$ cat config.mk
export PLATFORM = sky130hd
export DESIGN_NAME = mem_port_arbiter
export DESIGN_NICKNAME = d
export VERILOG_FILES = /design/src/rtl/arm_mem_pkg.sv /design/src/rtl/mem_watchdog.sv /design/src/rtl/mem_port_arbiter.sv
export SDC_FILE = /design/constraint.sdc
export NUM_CORES = 1
export LEC_CHECK = 0
export ABC_CLOCK_PERIOD_IN_PS = 4300
export BUFFER_PORTS_ARGS = -buffer_cell sky130_fd_sc_hd__buf_2
export CORE_ASPECT_RATIO = 2
export CORE_UTILIZATION = 45
export CTS_CLUSTER_DIAMETER = 100
export DETAILED_ROUTE_END_ITERATION = 12
export HOLD_SLACK_MARGIN = 0.1
export PLACE_DENSITY_LB_ADDON = 0.2
export SLEW_MARGIN = 0
export SYNTH_ARGS = -nofsm -noshare
export SYNTH_HDL_FRONTEND = slang
export SYNTH_HIERARCHICAL = 1
export SYNTH_SLANG_ARGS = --single-unit
export TNS_END_PERCENT = 5
$ cat constraint.sdc
create_clock -name clk -period 4.3 [get_ports clk]
set_input_delay 0 -clock clk [delete_from_list [all_inputs] [get_ports clk]]
set_output_delay 0 -clock clk [all_outputs]
set_load 0.01 [all_outputs]
$ cat src/rtl/arm_mem_pkg.sv
// ---------------------------------------------------------------------------
// arm_mem_pkg
// Shared types and default sizing for the unified-memory port arbiter.
//   state_t : arbiter FSM states (IDLE, ACCESS, RESP)
//   grant_t : current owner of the memory port (NONE, INSTR, DATA)
//   ARB_ADDR_W / ARB_DATA_W / ARB_TIMEOUT : default parameter values
// ---------------------------------------------------------------------------
package arm_mem_pkg;

    localparam int ARB_ADDR_W  = 32;
    localparam int ARB_DATA_W  = 32;
    localparam int ARB_TIMEOUT = 64;

    typedef enum logic [1:0] {
        IDLE   = 2'd0,
        ACCESS = 2'd1,
        RESP   = 2'd2
    } state_t;

    typedef enum logic [1:0] {
        NONE  = 2'd0,
        INSTR = 2'd1,
        DATA  = 2'd2
    } grant_t;

endpackage

$ cat src/rtl/mem_watchdog.sv
// ---------------------------------------------------------------------------
// mem_watchdog
// Per-access cycle counter. Counts while 'run' is high, returns to zero on
// 'clear' (clear has priority), and flags the last permitted wait cycle.
// Ports:
//   clk     : clock
//   reset   : asynchronous, active-low reset
//   run     : count this cycle (access in flight)
//   clear   : return the count to zero
//   expired : count == TIMEOUT-1
// ---------------------------------------------------------------------------
module mem_watchdog #(
    parameter int TIMEOUT = 64
) (
    input  logic clk,
    input  logic reset,
    input  logic run,
    input  logic clear,
    output logic expired
);

    localparam int CW = $clog2(TIMEOUT);

    logic [CW-1:0] count;

    // NOTE: state registers use non-blocking assignments so every flop sees
    // pre-edge values; blocking here would create order-dependent simulation.
    always_ff @(posedge clk or negedge reset) begin
        if (!reset) begin
            count <= '0;
        end else if (clear) begin
            count <= '0;
        end else if (run) begin
            count <= count + CW'(1);
        end
    end

    assign expired = (count == CW'(TIMEOUT - 1));

endmodule

$ cat src/rtl/mem_port_arbiter.sv
// ---------------------------------------------------------------------------
// mem_port_arbiter
// Shares one single-ported unified memory between the fetch stage (i_*) and
// the memory stage (d_*). One access at a time: IDLE picks a winner and
// registers its command onto m_*, ACCESS waits for m_ready (or the watchdog),
// RESP pulses the winner's ack for one cycle.
// Optional build macro ARB_ROUND_ROBIN_EN: alternate winners when both
// requesters are pending; otherwise data always beats fetch (older instr).
// Ports:
//   clk, reset                 : clock, asynchronous active-low reset
//   i_req/i_addr -> i_ack/i_rdata : fetch read channel
//   d_req/d_we/d_addr/d_wdata -> d_ack/d_rdata : data channel
//   err                        : pulses with the ack of a timed-out access
//   m_req/m_we/m_addr/m_wdata, m_rdata/m_ready : memory side
//   stall_f / stall_m          : to hazard unit, requester still waiting
// ---------------------------------------------------------------------------
module mem_port_arbiter
    import arm_mem_pkg::*;
#(
    parameter int ADDR_W  = ARB_ADDR_W,
    parameter int DATA_W  = ARB_DATA_W,
    parameter int TIMEOUT = ARB_TIMEOUT
) (
    input  logic              clk,
    input  logic              reset,
    input  logic              i_req,
    input  logic [ADDR_W-1:0] i_addr,
    output logic              i_ack,
    output logic [DATA_W-1:0] i_rdata,
    input  logic              d_req,
    input  logic              d_we,
    input  logic [ADDR_W-1:0] d_addr,
    input  logic [DATA_W-1:0] d_wdata,
    output logic              d_ack,
    output logic [DATA_W-1:0] d_rdata,
    output logic              err,
    output logic              m_req,
    output logic              m_we,
    output logic [ADDR_W-1:0] m_addr,
    output logic [DATA_W-1:0] m_wdata,
    input  logic [DATA_W-1:0] m_rdata,
    input  logic              m_ready,
    output logic              stall_f,
    output logic              stall_m
);

    state_t state, state_n;
    grant_t grant, win;
    logic   err_q;
    logic   expired;

`ifdef ARB_ROUND_ROBIN_EN
    grant_t last_grant;
`endif

    mem_watchdog #(.TIMEOUT(TIMEOUT)) u_watchdog (
        .clk     (clk),
        .reset   (reset),
        .run     (state == ACCESS),
        .clear   (state == RESP),
        .expired (expired)
    );

    // Winner selection; only meaningful while IDLE.
    always_comb begin
        // NOTE: every combinational output gets a default first so no path
        // leaves it unassigned, which would otherwise infer a latch.
        win = NONE;
`ifdef ARB_ROUND_ROBIN_EN
        if (d_req && i_req) begin
            win = (last_grant == DATA) ? INSTR : DATA;
        end else if (d_req) begin
            win = DATA;
        end else if (i_req) begin
            win = INSTR;
        end
`else
        if (d_req) begin
            win = DATA;
        end else if (i_req) begin
            win = INSTR;
        end
`endif
    end

    always_comb begin
        state_n = state;
        unique case (state)
            IDLE:    if (win != NONE)          state_n = ACCESS;
            ACCESS:  if (m_ready || expired)   state_n = RESP;
            RESP:                              state_n = IDLE;
            default:                           state_n = IDLE;
        endcase
    end

    always_ff @(posedge clk or negedge reset) begin
        if (!reset) begin
            state <= IDLE;
        end else begin
            state <= state_n;
        end
    end

    // Command / response datapath.
    always_ff @(posedge clk or negedge reset) begin
        if (!reset) begin
            grant   <= NONE;
            m_req   <= 1'b0;
            m_we    <= 1'b0;
            m_addr  <= '0;
            m_wdata <= '0;
            i_rdata <= '0;
            d_rdata <= '0;
            err_q   <= 1'b0;
`ifdef ARB_ROUND_ROBIN_EN
            last_grant <= DATA;
`endif
        end else begin
            unique case (state)
                IDLE: begin
                    if (win != NONE) begin
                        grant <= win;
                        m_req <= 1'b1;
`ifdef ARB_ROUND_ROBIN_EN
                        last_grant <= win;
`endif
                        if (win == DATA) begin
                            m_we    <= d_we;
                            m_addr  <= d_addr;
                            m_wdata <= d_wdata;
                        end else begin
                            m_we    <= 1'b0;
                            m_addr  <= i_addr;
                        end
                    end
                end
                ACCESS: begin
                    // m_ready beats a simultaneous timeout; a timed-out read
                    // returns zero rather than whatever is on m_rdata.
                    if (m_ready || expired) begin
                        m_req <= 1'b0;
                        m_we  <= 1'b0;
                        err_q <= ~m_ready;
                        if (!m_we) begin
                            if (grant == DATA) begin
                                d_rdata <= m_ready ? m_rdata : '0;
                            end else if (grant == INSTR) begin
                                i_rdata <= m_ready ? m_rdata : '0;
                            end
                        end
                    end
                end
                RESP: begin
                    grant <= NONE;
                    err_q <= 1'b0;
                end
                default: ;
            endcase
        end
    end

    assign i_ack = (state == RESP) && (grant == INSTR);
    assign d_ack = (state == RESP) && (grant == DATA);
    assign err   = (state == RESP) && err_q;

    // Gated by reset so the pipeline is released the moment reset asserts,
    // even though the requesters are still holding their req lines.
    assign stall_f = reset & i_req & ~i_ack;
    assign stall_m = reset & d_req & ~d_ack;

endmodule

==> impl_metrics.yaml <==
run_status:
  status: "complete, but fails checks"
  failed_checks: "DRC"
detailed_routing:
  antenna_left: 0
  post-route-drc-count: 34
  viasPerCell: 5.02
  wirelength_um: 16700
  drtIter0Drc: 206
  wl_per_cell_um: 17.0
  num_vias: 4915
  firstDrtPassIters: 8
placed_design:
  io_buffers: 268
  dp_cells: 815
  pre_cts_ws_ns: 2.18
  place_hpwl_um: 10400
  gp_congestion: 0.783
timing:
  tightest_slew_ns: 0.824
  rsz0062_at_grt: "false"
  fmax_ghz: 0.465
  hold_viol: 0
  finClkSkew_ns: 0.00976
  period_minus_slack_ns: 2.15
  setup_tns_ns: 0
  period_share: 0.500
  fin_ws_ns: 2.15
  setup_viol: 0
  maxSlewViolCount: 0
  slew_headroom: 0.451
worst_hold_path:
  min_path_type: "in -> async"
critical_path:
  crit_type: "reg -> reg"
  startpoint_type: "flip-flop"
  worstPathRequired_ns: 4.64
  cp-end-kind: "flip-flop"
  cp_data_arrival_time_ns: 2.49
  path_max_fanout: 6
floorplan:
  coreArea_um2: 13100
  ios: 269
  dieArea_um2: 13900
  rows: 59
  die_width_um: 83.9
  start_util: 0.461
  die_h_um: 166
finish:
  final_common_cell: "buf_2"
  layout_common_cells: "buf_2, mux2_2, dfrtp_1, dlygate4sd3_1, and2_1"
  final_util: 0.718
  fill_cells: 899
  fin_cells: 980
  syn2layout_area_growth_pct: 55.6
  drive_gt1_frac: 0.560
  nets: 949
grt:
  first_global_vias: 5587
  grt_start_max_net_pins: 85
  busiest_layer: "met2"
  track_usage: 0.252
  grt_use_met1: 0.258
  grt_use_met3: 0.0737
  grt_overflow: 0
  grt_pass1_wl_um: 27400
  use_met2: 0.456
  antenna_found_initial: 1
synth:
  synth_cell_types: 30
  synthesis.nets: 547
  synthCells: 412
  syn-cell-area_um2: 6030
  synth_seq_cells: 141
  syn_avg_cell_area_um2: 14.6
  synth-seq-area-share: 0.585
  ys_warn_count: 6
clock_network:
  htree_levels: 4
  cts_inserted_buffers: 17
  postCtsSetupBuffers: 0
  ctsResizeCount: 0
  cts_tree: "done"
  insertion_delay_ns: 0.40
  clock-sinks: 141
  clock-root-buffer: "clkbuf_16"
  clockBufferDepth: 2
  path_clk_slew_ns: 0.06
power:
  leakagePower_nw: 4.62
  p_per_area_nw_per_um2: 644
  ir_drop_mv: 0.430
job:
  drv_cap: 0
[logic make-up (layout without fill, tap and decap cells)]
group,after synthesis,count (layout),synth area share
multiplexers,161,161,0.300
XOR/XNOR,4,4,0.00581
flip-flops,141,141,0.585
AO/OA/AOI/OAI,12,12,0.0125
AND/OR/NAND/NOR,68,68,0.0689
other,0,1,0
buffers and inverters,25,440,0.0251
adder cells (fa/ha/maj),1,1,0.00207
[layout make-up]
cell class	count	area (µm²)	share of cell area
Inverter	3	11.3	0.00120
Clock buffer	20	457	0.0487
Tap cell	152	190	0.0203
Sequential cell	141	3530	0.376
Multi-Input combinational cell	246	2350	0.250
Antenna cell	1	2.50	0.000267
Timing Repair Buffer	405	2710	0.288
Clock inverter	12	136	0.0145
[power by group]
part	switching, mW	leakage, nW	internal (mW)
combinational	1.06	2.59	1.20
clock	0.562	0.283	0.889
sequential	0.362	1.75	1.97
[metal layers]
metal / vias up / routed length (µm)
li1: 2236 / -
met5: - / 0
met3: 57 / 1200
met1: 2390 / 5800
met2: 232 / 8990
met4: 0 / 659
[sequential cells by signal (all words and copies together), names as in the netlist]
register          cells
m_req                 1
m_we                  1
state                 2
u_watchdog/count      6
grant                 2
m_wdata              32
err_q                 1
m_addr               32
i_rdata              32
d_rdata              32
[path summary, 6_finish.rpt]
| check | from | end | slack (ns) | cells past startpoint |
|---|---|---|---|---|
| worst max-delay path | u_watchdog/count[0] | m_we | 2.15 | 7 |
| worst min-delay path | reset | d_rdata[2] | 0.21 | 2 |
| worst max register to register | u_watchdog/count[0] | m_we | 2.15 | 7 |
| worst min register to register | d_rdata[29] | d_rdata[29] | 0.48 | 1 |
| max in group asynchronous | reset | d_rdata[6] | 2.80 | 3 |
| min in group clk | m_ready | err_q | 0.21 | 4 |
[synth_stat cells]
cell type	count	share of area
mux2_2	156	0.29
dfrtp_1	141	0.59
and2_1	34	0.035
nor2_1	14	0.0087
buf_2	10	0.0083
buf_6	6	0.011
clkbuf_1	5	0.0031
nand2_1	5	0.0031
o21ai_0	5	0.0041
mux2_1	4	0.0075
nand2b_1	4	0.0041
inv_1	3	0.0019
nand4_1	3	0.0031
xor2_1	3	0.0044
and2b_1	2	0.0025
nand3_1	2	0.0017
nor4_4	2	0.0071
a21o_1	1	0.0012
a21oi_1	1	0.00083
a31oi_1	1	0.0010
buf_1	1	0.00062
ha_1	1	0.0021
mux2i_1	1	0.0017
nand2b_4	1	0.0023
o211ai_1	1	0.0012
o21a_1	1	0.0012
o21bai_1	1	0.0012
o22a_1	1	0.0015
or3_1	1	0.0010
xnor2_1	1	0.0015
[worst max-delay path, stage by stage (launching register included)]
cell and delay [ns]:
dfrtp_1 0.41, ha_1 0.25, nand2_1 0.07, nor2_1 0.05, nor2_1 0.44, o21ai_0 0.15
o21ai_0 0.17, dlygate4sd3_1 0.57
[per-stage QoR]
stage,power (mW),instance area [µm²],hold WS [ns]
floorplan,3.56,6030,-0.296
global placement,4.39,7460,0.106
detailed placement,4.48,7460,0.112
CTS,6.07,9380,0.207
global route,6.38,9380,0.267
finish,6.04,9380,0.207
[timing repair]
action / 4_1_cts / 5_1_grt
hold buffers: 132 / 0
setup endpoints to repair: 0 / 0
endpoints found under the hold margin: 214 / 0
Note: power is estimated with default switching activity, not from simulation.
